**config.mk**
```make
export PLATFORM = sky130hd
export DESIGN_NAME = asip_alu
export DESIGN_NICKNAME = d
export VERILOG_FILES = /design/src/rtl/asip_alu.sv
export SDC_FILE = /design/constraint.sdc
export NUM_CORES = 1
export LEC_CHECK = 0
export CAP_MARGIN = 0
export CORE_MARGIN = 1
export CORE_UTILIZATION = 40
export CTS_BUF_LIST = sky130_fd_sc_hd__clkbuf_16
export CTS_CLUSTER_DIAMETER = 150
export DETAILED_ROUTE_END_ITERATION = 8
export HOLD_SLACK_MARGIN = 0.03
export PLACE_DENSITY = 0.69
export REMOVE_ABC_BUFFERS = 1
export SLEW_MARGIN = 40
export SYNTH_ARGS = -nofsm -noshare
export SYNTH_HDL_FRONTEND = slang
export SYNTH_SLANG_ARGS = --single-unit
```
**constraint.sdc**
```tcl
create_clock -name clk -period 3.4 [get_ports clk]
set_clock_uncertainty 0.2 [all_clocks]
set_input_delay 0.34 -clock clk [delete_from_list [all_inputs] [get_ports clk]]
set_output_delay 0.34 -clock clk [all_outputs]
set_load 0.02 [all_outputs]
```
**src/rtl/asip_alu.sv**
```systemverilog
// ASIP datapath ALU: 16 data-processing ops with NZCV flags.
// A status register keeps the last flags and feeds carry-in back.
module asip_alu #(
   parameter int bits = 4
) (
   input  logic            clk,
   input  logic            rst,
   input  logic [bits-1:0] A,
   input  logic [bits-1:0] B,
   input  logic [bits-1:0] C,
   input  logic [3:0]      Control,
   output logic [bits-1:0] Result,
   output logic [3:0]      Flags,
   output logic [3:0]      FlagsQ
);

   localparam logic [3:0] OP_AND = 4'b0000;
   localparam logic [3:0] OP_XOR = 4'b0001;
   localparam logic [3:0] OP_SUB = 4'b0010;
   localparam logic [3:0] OP_RSB = 4'b0011;
   localparam logic [3:0] OP_ADD = 4'b0100;
   localparam logic [3:0] OP_ADC = 4'b0101;
   localparam logic [3:0] OP_SBC = 4'b0110;
   localparam logic [3:0] OP_RSC = 4'b0111;
   localparam logic [3:0] OP_TST = 4'b1000;
   localparam logic [3:0] OP_TEQ = 4'b1001;
   localparam logic [3:0] OP_CMP = 4'b1010;
   localparam logic [3:0] OP_CMN = 4'b1011;
   localparam logic [3:0] OP_OR  = 4'b1100;
   localparam logic [3:0] OP_MOV = 4'b1101;
   localparam logic [3:0] OP_BIC = 4'b1110;
   localparam logic [3:0] OP_NOT = 4'b1111;

   logic [3:0]      flags_d;
   logic [3:0]      flags_q;
   logic [bits-1:0] add_x;
   logic [bits-1:0] add_y;
   logic            add_ci;
   logic            arith;
   logic            cin;
   logic [bits:0]   sum;
   logic [bits-1:0] res;
   logic            unused_c;

   assign unused_c = ^C[bits-1:1];

   // C[0] optionally inverts the stored carry before it enters the adder
   assign cin = flags_q[1] ^ C[0];

   always_comb begin
      add_x   = A;
      add_y   = B;
      add_ci  = 1'b0;
      arith   = 1'b0;
      res     = '0;
      flags_d = 4'b0000;
      case (Control)
         OP_AND, OP_TST: res = A & B;
         OP_XOR, OP_TEQ: res = A ^ B;
         OP_OR:          res = A | B;
         OP_MOV:         res = B;
         OP_BIC:         res = A & ~B;
         OP_NOT:         res = ~B;
         OP_SUB, OP_CMP: begin
            add_y  = ~B;
            add_ci = 1'b1;
            arith  = 1'b1;
         end
         OP_RSB: begin
            add_x  = B;
            add_y  = ~A;
            add_ci = 1'b1;
            arith  = 1'b1;
         end
         OP_ADD, OP_CMN: arith = 1'b1;
         OP_ADC: begin
            add_ci = cin;
            arith  = 1'b1;
         end
         OP_SBC: begin
            add_y  = ~B;
            add_ci = cin;
            arith  = 1'b1;
         end
         OP_RSC: begin
            add_x  = B;
            add_y  = ~A;
            add_ci = cin;
            arith  = 1'b1;
         end
         default: res = '0;
      endcase
      sum = {1'b0, add_x} + {1'b0, add_y} + {{bits{1'b0}}, add_ci};
      if (arith) begin
         res        = sum[bits-1:0];
         flags_d[1] = sum[bits];
         flags_d[0] = (add_x[bits-1] == add_y[bits-1]) &&
                      (sum[bits-1] != add_x[bits-1]);
      end
      flags_d[3] = res[bits-1];
      flags_d[2] = (res == '0);
   end

   always_ff @(posedge clk or posedge rst) begin
      if (rst) flags_q <= 4'b0000;
      else     flags_q <= flags_d;
   end

   assign Result = res;
   assign Flags  = flags_d;
   assign FlagsQ = flags_q;

endmodule

```
==> results.rst, run 1 <==
.. list-table::
   :header-rows: 1

   * - Metric
     - Value
   * - Run status
     - completed
   * - Cts bufs inserted
     - 3
   * - Type of the most critical hold path
     - in2async
   * - Clk sink count
     - 4
   * - Max stage delay on crit path
     - between 0.4 and 0.5 ns
   * - Worst rel slew slack
     - between 60 and 70%
   * - Combined global-route utilization of all metal layers
     - about 29%
   * - Cell Pwr Density
     - 345 nW/µm²
   * - Transition at the pin with the smallest max-transition slack
     - around 0.46 ns
   * - Diode count
     - 0
   * - CP max stage cell
     - sky130_fd_sc_hd__fa_2
   * - Die extent in y
     - ~49 µm
   * - Post-route DRC violation count
     - 0
   * - CTS Hold Bufs
     - 0
   * - Main flop type after synthesis
     - sky130_fd_sc_hd__dfrtp_1
   * - Max reg flops
     - 4
   * - Placed cell count
     - roughly 210
   * - Cell Chain, Critical Path
     - buf_2 > o21ai_2 > nand2_2 > a21oi_2 > nor2_1 > a31oi_2 > fa_2 > inv_1 > fa_2 > xnor2_1 > o32a_1 > buf_4 > nor4_4 > buf_4
   * - Buffers on Ports
     - 26
   * - Internal reg-to-reg setup slack
     - between 0.6 and 0.7 ns
   * - Total half-perimeter wirelength after legalization and detailed placement
     - about 2300 µm
   * - Placed instance area
     - approximately 1400 µm²
   * - Number of distinct library cells after synthesis
     - 39
   * - Hold slack
     - about 0.13 ns
   * - Footprint of the multi-input gates
     - roughly 720 µm²
   * - Total gr overflow
     - 0
   * - Kind of cell with the highest combined delay on the critical path
     - compound AO/OA/AOI/OAI gates
   * - Warnings, synthesis
     - 0
   * - Core outline area
     - 2000 µm²
   * - Final period util
     - a little over nine tenths
   * - Number of storage elements in the synthesis netlist
     - 4
   * - Count of cells along the worst register-to-register path
     - 13
   * - Worst-skew pair later-pin latency
     - between 0.2 and 0.25 ns
   * - Wirelength, routed
     - about 3300 µm
   * - Critical path endpoint category
     - output pin
   * - Number of cells in the finished layout apart from fillers
     - about 220
   * - Maximum number of pins on one net before global-route repair
     - 12
   * - Proportion of synthesized chip area in sequential cells
     - a little under an eighth
   * - Maximum fanout encountered on the critical timing path
     - 6
   * - Per-instance average area after synthesis
     - a little over 7 µm²
   * - Average detailed-routed wire length per instance
     - between 15 and 20 µm
   * - Capturing point of the worst reg2reg path
     - FlagsQ[2]
   * - Instance count of the mapped netlist
     - 122
   * - Signal arrival time at the worst endpoint
     - 2.77 ns
   * - Fill cells
     - approximately 160
   * - Area growth from synthesis to final layout
     - 76.9%
   * - Number of rows created at floorplan
     - 16
   * - Sequential cell area in the final layout
     - around 100 µm²
   * - Post-detailed-route via-to-cell ratio
     - ~5.4
   * - Reg-to-reg startpoint
     - FlagsQ[1]
   * - Critical path launch point type
     - input port
   * - EDFF count, synth
     - 0
   * - Detailed-routing iteration count for the pre-antenna-repair pass
     - 4
   * - Register clock-pin slew on the reported worst setup and hold paths
     - around 0.030 ns
   * - Number of pins exceeding their max-slew limit in the final report
     - 0
   * - Tot Pwr
     - about 530 µW
   * - Async set-reset flop share out of synthesis
     - 100%
   * - Fraction of final layout cells sized beyond drive strength 1
     - a little under two fifths
   * - Final GP Congestion
     - 0.914
   * - Max-capacitance violation count
     - 0
   * - First-pass GRT wire length
     - roughly 5300 µm
   * - Antenna Nets Post-Route
     - 0
   * - Initial core utilization
     - between 40% and 50%
   * - Top-level port count
     - 30
   * - Setup Viol. Count Final
     - 0
   * - Number of global-route vias before repair
     - around 1.2k
   * - Buf/Inv on CP
     - 4
   * - Final net count
     - around 220
   * - Number of buffers on the longest clock path
     - 2
   * - Hold violation total from the final report
     - 0
   * - Die outline area
     - about 2400 µm²
   * - Maximum VDD drop
     - around 0.00029 V
   * - Via count
     - 1165
   * - Netlist area before placement
     - just under 900 µm²
   * - Leakage power figure
     - between 0.7 and 0.8 nW
   * - H-tree lvl count
     - 1
   * - Clock tree from TritonCTS
     - built
   * - Clock period minus worst slack
     - 3.31 ns
   * - Max frequency
     - 0.302 GHz
   * - Horizontal die dimension
     - approximately 49 µm
   * - Post-layout instance area
     - 1550 µm²
   * - Startpoint-to-endpoint class of the critical path
     - in2out
   * - Root buf cell
     - sky130_fd_sc_hd__clkbuf_16
   * - 1st-iter DRT viols
     - 28
   * - Initial antenna violation count
     - 0
   * - Critical Path RT
     - 2.86 ns
## how the worst max path moves through the flow
stage / start / endpoint / slack (ns) / cells after the start
3_5_place_dp: Control[0] / Flags[2] / -0.69 / 13
6_report: Control[0] / Flags[2] / 0.09 / 14
3_3_place_gp: Control[0] / Flags[2] / -0.57 / 13
4_1_cts: Control[0] / Flags[2] / 0.03 / 14
5_1_grt: Control[0] / Flags[2] / -0.06 / 14
2_1_floorplan: FlagsQ[1] / Flags[2] / 0.28 / 10
## metrics by stage
stage | setup WS, ns | TNS, ns | utilization [%]
floorplan | 0.278 | 0 | -
global placement | -0.568 | -3.09 | 70.4
detailed placement | -0.686 | -3.52 | 70.4
CTS | 0.0271 | 0 | 76.1
global route | -0.0601 | -0.0601 | 77.2
finish | 0.0914 | 0 | 77.2
## cell usage in the layout, fill, tap and decap left out, drive strengths merged, types with 2 or more instances in the layout
cell type	netlist	routed
nand3	2	2
clkdlybuf4s50	0	12
a21oi	11	11
o22ai	6	6
clkbuf	1	8
ha	7	7
buf	6	46
inv	16	16
dfrtp	4	4
o21ai	14	14
nor2	4	4
a22o	3	3
o211ai	2	2
nor3	2	2
nand2	13	13
a31oi	3	3
nor2b	3	3
fa	2	2
dlymetal6s2s	0	2
dlygate4sd2	0	4
xnor2	4	4
o32a	3	3
## timing repair
action                     in CTS  in global routing
setup buffers                   4                  1
gates resized for setup        25                 26
gates cloned                    0                  0
setup endpoints to repair       7                  7
pin swaps                       5                  6
## Yosys cell counts, types with 4 or more instances
library cell               n  share of area (%)
sky130_fd_sc_hd__nor2_1    4                1.7
sky130_fd_sc_hd__dfrtp_1   4                 11
sky130_fd_sc_hd__o22ai_1   6                4.3
sky130_fd_sc_hd__nand2_1  13                5.6
sky130_fd_sc_hd__ha_1      7                 10
sky130_fd_sc_hd__inv_1    15                6.4
sky130_fd_sc_hd__xnor2_1   4                4.0
sky130_fd_sc_hd__o21ai_0  12                6.9
sky130_fd_sc_hd__a21oi_1  11                6.3
## kinds of logic (layout without fill, tap and decap cells)
logic type / count (synthesis) / in the layout / share of synthesized area, %
XOR/XNOR: 4 / 4 / 4.01
flip-flops: 4 / 4 / 11.5
AO/OA/AOI/OAI: 47 / 47 / 34.5
AND/OR/NAND/NOR: 35 / 35 / 22.4
adder cells (fa/ha/maj): 9 / 9 / 14.6
buffers and inverters: 23 / 89 / 13.0
## final cells by class
class / instances / share of cell area (%)
flip-flops and latches: 4 / 6.48
well taps: 27 / 2.19
inverters: 16 / 4.05
clock buffers: 3 / 4.86
repair buffers: 70 / 36.1
multi-input cells: 95 / 46.3
## report_power, final
group / switching [mW] / leakage (nW) / internal [mW]
combinational: 0.143 / 0.678 / 0.147
clock: 0.0348 / 0.0370 / 0.150
sequential: 0.00308 / 0.0523 / 0.0540
## layer usage
| metal | global-route usage [%] | wire, µm | vias to the layer above |
|---|---|---|---|
| met5 | 0 | 0 | - |
| met4 | 12.7 | 46 | 0 |
| met3 | 3.46 | 151 | 6 |
| met2 | 52.3 | 1750 | 44 |
| met1 | 33.0 | 1340 | 543 |
| li1 | - | - | 572 |
No activity file was read; power rests on OpenSTA's default activity.
==> run 2, diff against run 1 <==
--- a/config.mk
+++ b/config.mk
@@ -7,12 +7,12 @@
 export LEC_CHECK = 0
 export CAP_MARGIN = 0
 export CORE_MARGIN = 1
-export CORE_UTILIZATION = 40
+export CORE_UTILIZATION = 35
 export CTS_BUF_LIST = sky130_fd_sc_hd__clkbuf_16
 export CTS_CLUSTER_DIAMETER = 150
 export DETAILED_ROUTE_END_ITERATION = 8
 export HOLD_SLACK_MARGIN = 0.03
-export PLACE_DENSITY = 0.69
+export PLACE_DENSITY = 0.61
 export REMOVE_ABC_BUFFERS = 1
 export SLEW_MARGIN = 40
 export SYNTH_ARGS = -nofsm -noshare
==> results.rst, run 2 (synthesis results as in run 1) <==
.. list-table::
   :header-rows: 1

   * - Metric
     - Value
   * - Number of buffers on the longest clock path
     - 2
   * - Fraction of final layout cells sized beyond drive strength 1
     - about 28%
   * - Startpoint-to-endpoint class of the critical path
     - in2out
   * - Maximum VDD drop
     - ~0.00038 V
   * - Internal Pwr Total
     - about 330 µW
   * - Max frequency
     - a little over 0.3 GHz
   * - Number of pins exceeding their max-slew limit in the final report
     - 0
   * - Post-detailed-route via-to-cell ratio
     - between 5 and 6
   * - Combined global-route utilization of all metal layers
     - roughly 25%
   * - Worst rel slew slack
     - ~78%
   * - Number of rows created at floorplan
     - 17
   * - Max-capacitance violation count
     - 0
   * - Horizontal die dimension
     - about 52 µm
   * - 1st-iter DRT viols
     - 43
   * - Core outline area
     - 2280 µm²
   * - Worst-skew pair later-pin latency
     - approximately 0.22 ns
   * - Buffers on Ports
     - 26
   * - Total half-perimeter wirelength after legalization and detailed placement
     - approximately 2300 µm
   * - Detailed-routing iteration count for the pre-antenna-repair pass
     - 4
   * - Transition at the pin with the smallest max-transition slack
     - about 0.33 ns
   * - Most frequent cells in the layout
     - sky130_fd_sc_hd__buf_4, sky130_fd_sc_hd__inv_1, sky130_fd_sc_hd__clkdlybuf4s50_1
   * - Setup WS post-layout
     - 0.0883 ns
   * - Clk sink count
     - 4
   * - Antenna Nets Post-Route
     - 0
   * - Root buf cell
     - sky130_fd_sc_hd__clkbuf_16
   * - Final period util
     - 97.4%
   * - Post-route DRC violation count
     - 0
   * - Number of global-route vias before repair
     - about 1.1k
   * - Placed cell count
     - between 200 and 250
   * - Hold violation total from the final report
     - 0
   * - Reg power frac
     - between 10% and 20%
   * - Die extent in y
     - around 52 µm
   * - Clock period minus worst slack
     - roughly 3.3 ns
   * - Hold slack
     - between 0.09 and 0.1 ns
   * - Top-level port count
     - 30
   * - Post-layout instance area
     - ~1500 µm²
   * - Register clock-pin slew on the reported worst setup and hold paths
     - 0.03 ns
   * - Net switching fraction of the power
     - about a third
   * - Setup repair after global routing missed its margin
     - yes
   * - Worst setup timing slack at the placement stage
     - -0.761 ns
   * - Initial antenna violation count
     - 0
   * - Combinational group share of total power
     - 52.0%
   * - Critical path endpoint category
     - output pin
   * - Critical path launch point type
     - input port
   * - Signal arrival time at the worst endpoint
     - 2.77 ns
   * - Number of cells in the finished layout apart from fillers
     - 205
   * - Initial core utilization
     - between 30% and 40%
   * - Clock share of power
     - about 37%
   * - Final GP Congestion
     - between 0.8 and 0.9
   * - Clock tree from TritonCTS
     - built
   * - Power dissipated by switching net loads
     - 164 µW
   * - Placed instance area
     - around 1400 µm²
   * - Area growth from synthesis to final layout
     - 66.0%
   * - Wirelength, routed
     - slightly below 3000 µm
   * - Leakage power figure
     - approximately 0.71 nW
   * - Run status
     - completed
   * - First-pass GRT wire length
     - around 5000 µm
   * - Leading cell type in the layout, fill and taps excluded
     - sky130_fd_sc_hd__buf_4
   * - Post-CTS Setup Bufs
     - 0
   * - Final net count
     - around 200
   * - Die outline area
     - about 2700 µm²
   * - Critical Path RT
     - between 2 and 3 ns
   * - Maximum number of pins on one net before global-route repair
     - 15
   * - Via count
     - about 1.1k
   * - Type of the most critical hold path
     - in2async
   * - Maximum fanout encountered on the critical timing path
     - 2
   * - Setup Viol. Count Final
     - 0
   * - CTS Hold Bufs
     - 0
   * - Cell Pwr Density
     - between 300 and 400 nW/µm²
   * - H-tree lvl count
     - 1
   * - Max reg flops
     - 4
   * - Diode count
     - 0
   * - Total gr overflow
     - 0
   * - Average detailed-routed wire length per instance
     - approximately 14 µm
   * - Cts bufs inserted
     - 3
[run 2: cell count changes in the layout (fill, tap and decap cells not counted), sizes merged]
| cell | change |
|---|---|
| buf | -12 |
| clkdlybuf4s15 | +1 |
| clkdlybuf4s50 | +2 |
| dlygate4sd2 | +1 |
| clkbuf | -3 |
[run 2: power by group through the flow]
stage                     Combinational, mW  Clock [mW]  Sequential [mW]
after floorplan                       0.114           0           0.0648
after global placement                0.258           0           0.0565
after detailed placement              0.258           0           0.0568
after CTS                             0.256       0.184           0.0567
after global routing                  0.281       0.192           0.0574
final                                 0.259       0.183           0.0566
[run 2: area by class of cell]
type	count	area [µm²]
fill	203	826
multi-input combinational	95	682
timing repair buffer	59	495
sequential	4	100
clock buffer	3	75.1
inverter	16	62.6
tap	28	35.0
[run 2: per-layer routing]
layer | GRT usage [%] | wire [µm]
met1 | 27.4 | 1210
met5 | 0 | 0
met3 | 5.85 | 164
met2 | 44.9 | 1510
met4 | 11.3 | 76
[run 2: repair_timing]
item	4_1_cts	5_1_grt
endpoints found under the hold margin	0	0
setup endpoints to repair	8	8
pin swaps	4	2
gates resized for setup	26	9
[run 2: final timing paths]
check / slack, ns / end / from / depth (start not counted)
worst max-delay path: 0.09 / Flags[2] / C[0] / 12
worst min-delay path: 0.1 / FlagsQ[1] / rst / 2
worst max register to register: 0.90 / FlagsQ[2] / FlagsQ[1] / 10
worst min register to register: 0.96 / FlagsQ[2] / FlagsQ[1] / 5
max in group asynchronous: 2.75 / FlagsQ[3] / rst / 2
min in group clk: 0.70 / FlagsQ[3] / Control[1] / 4
[run 2: worst max-delay path, cell delays in order]
cell and delay, ns:
sky130_fd_sc_hd__clkdlybuf4s50_1 0.44, sky130_fd_sc_hd__xnor2_2 0.17, sky130_fd_sc_hd__o22ai_1 0.15, sky130_fd_sc_hd__nand2_1 0.09, sky130_fd_sc_hd__o21ai_2 0.08, sky130_fd_sc_hd__fa_2 0.22
sky130_fd_sc_hd__inv_1 0.06, sky130_fd_sc_hd__fa_2 0.35, sky130_fd_sc_hd__xnor2_1 0.13, sky130_fd_sc_hd__o32a_1 0.20, sky130_fd_sc_hd__nor4_2 0.33, sky130_fd_sc_hd__buf_4 0.20
[run 2: per-stage QoR]
| step | total power, mW | utilization (%) | setup TNS, ns |
|---|---|---|---|
| 2_1_floorplan | 0.179 | - | 0 |
| 3_3_place_gp | 0.315 | 60.0 | -3.26 |
| 3_5_place_dp | 0.315 | 60.0 | -3.65 |
| 4_1_cts | 0.497 | 63.7 | 0 |
| 5_1_grt | 0.530 | 63.7 | -0.0974 |
| 6_report | 0.498 | 63.7 | 0 |
==> run 3, diff against run 2 <==
--- a/config.mk
+++ b/config.mk
@@ -5,6 +5,7 @@
 export SDC_FILE = /design/constraint.sdc
 export NUM_CORES = 1
 export LEC_CHECK = 0
+export ABC_CLOCK_PERIOD_IN_PS = 3400
 export CAP_MARGIN = 0
 export CORE_MARGIN = 1
 export CORE_UTILIZATION = 35
==> results of run 3 <==
The final DEF is identical to that of run 2; final timing and power are the same.
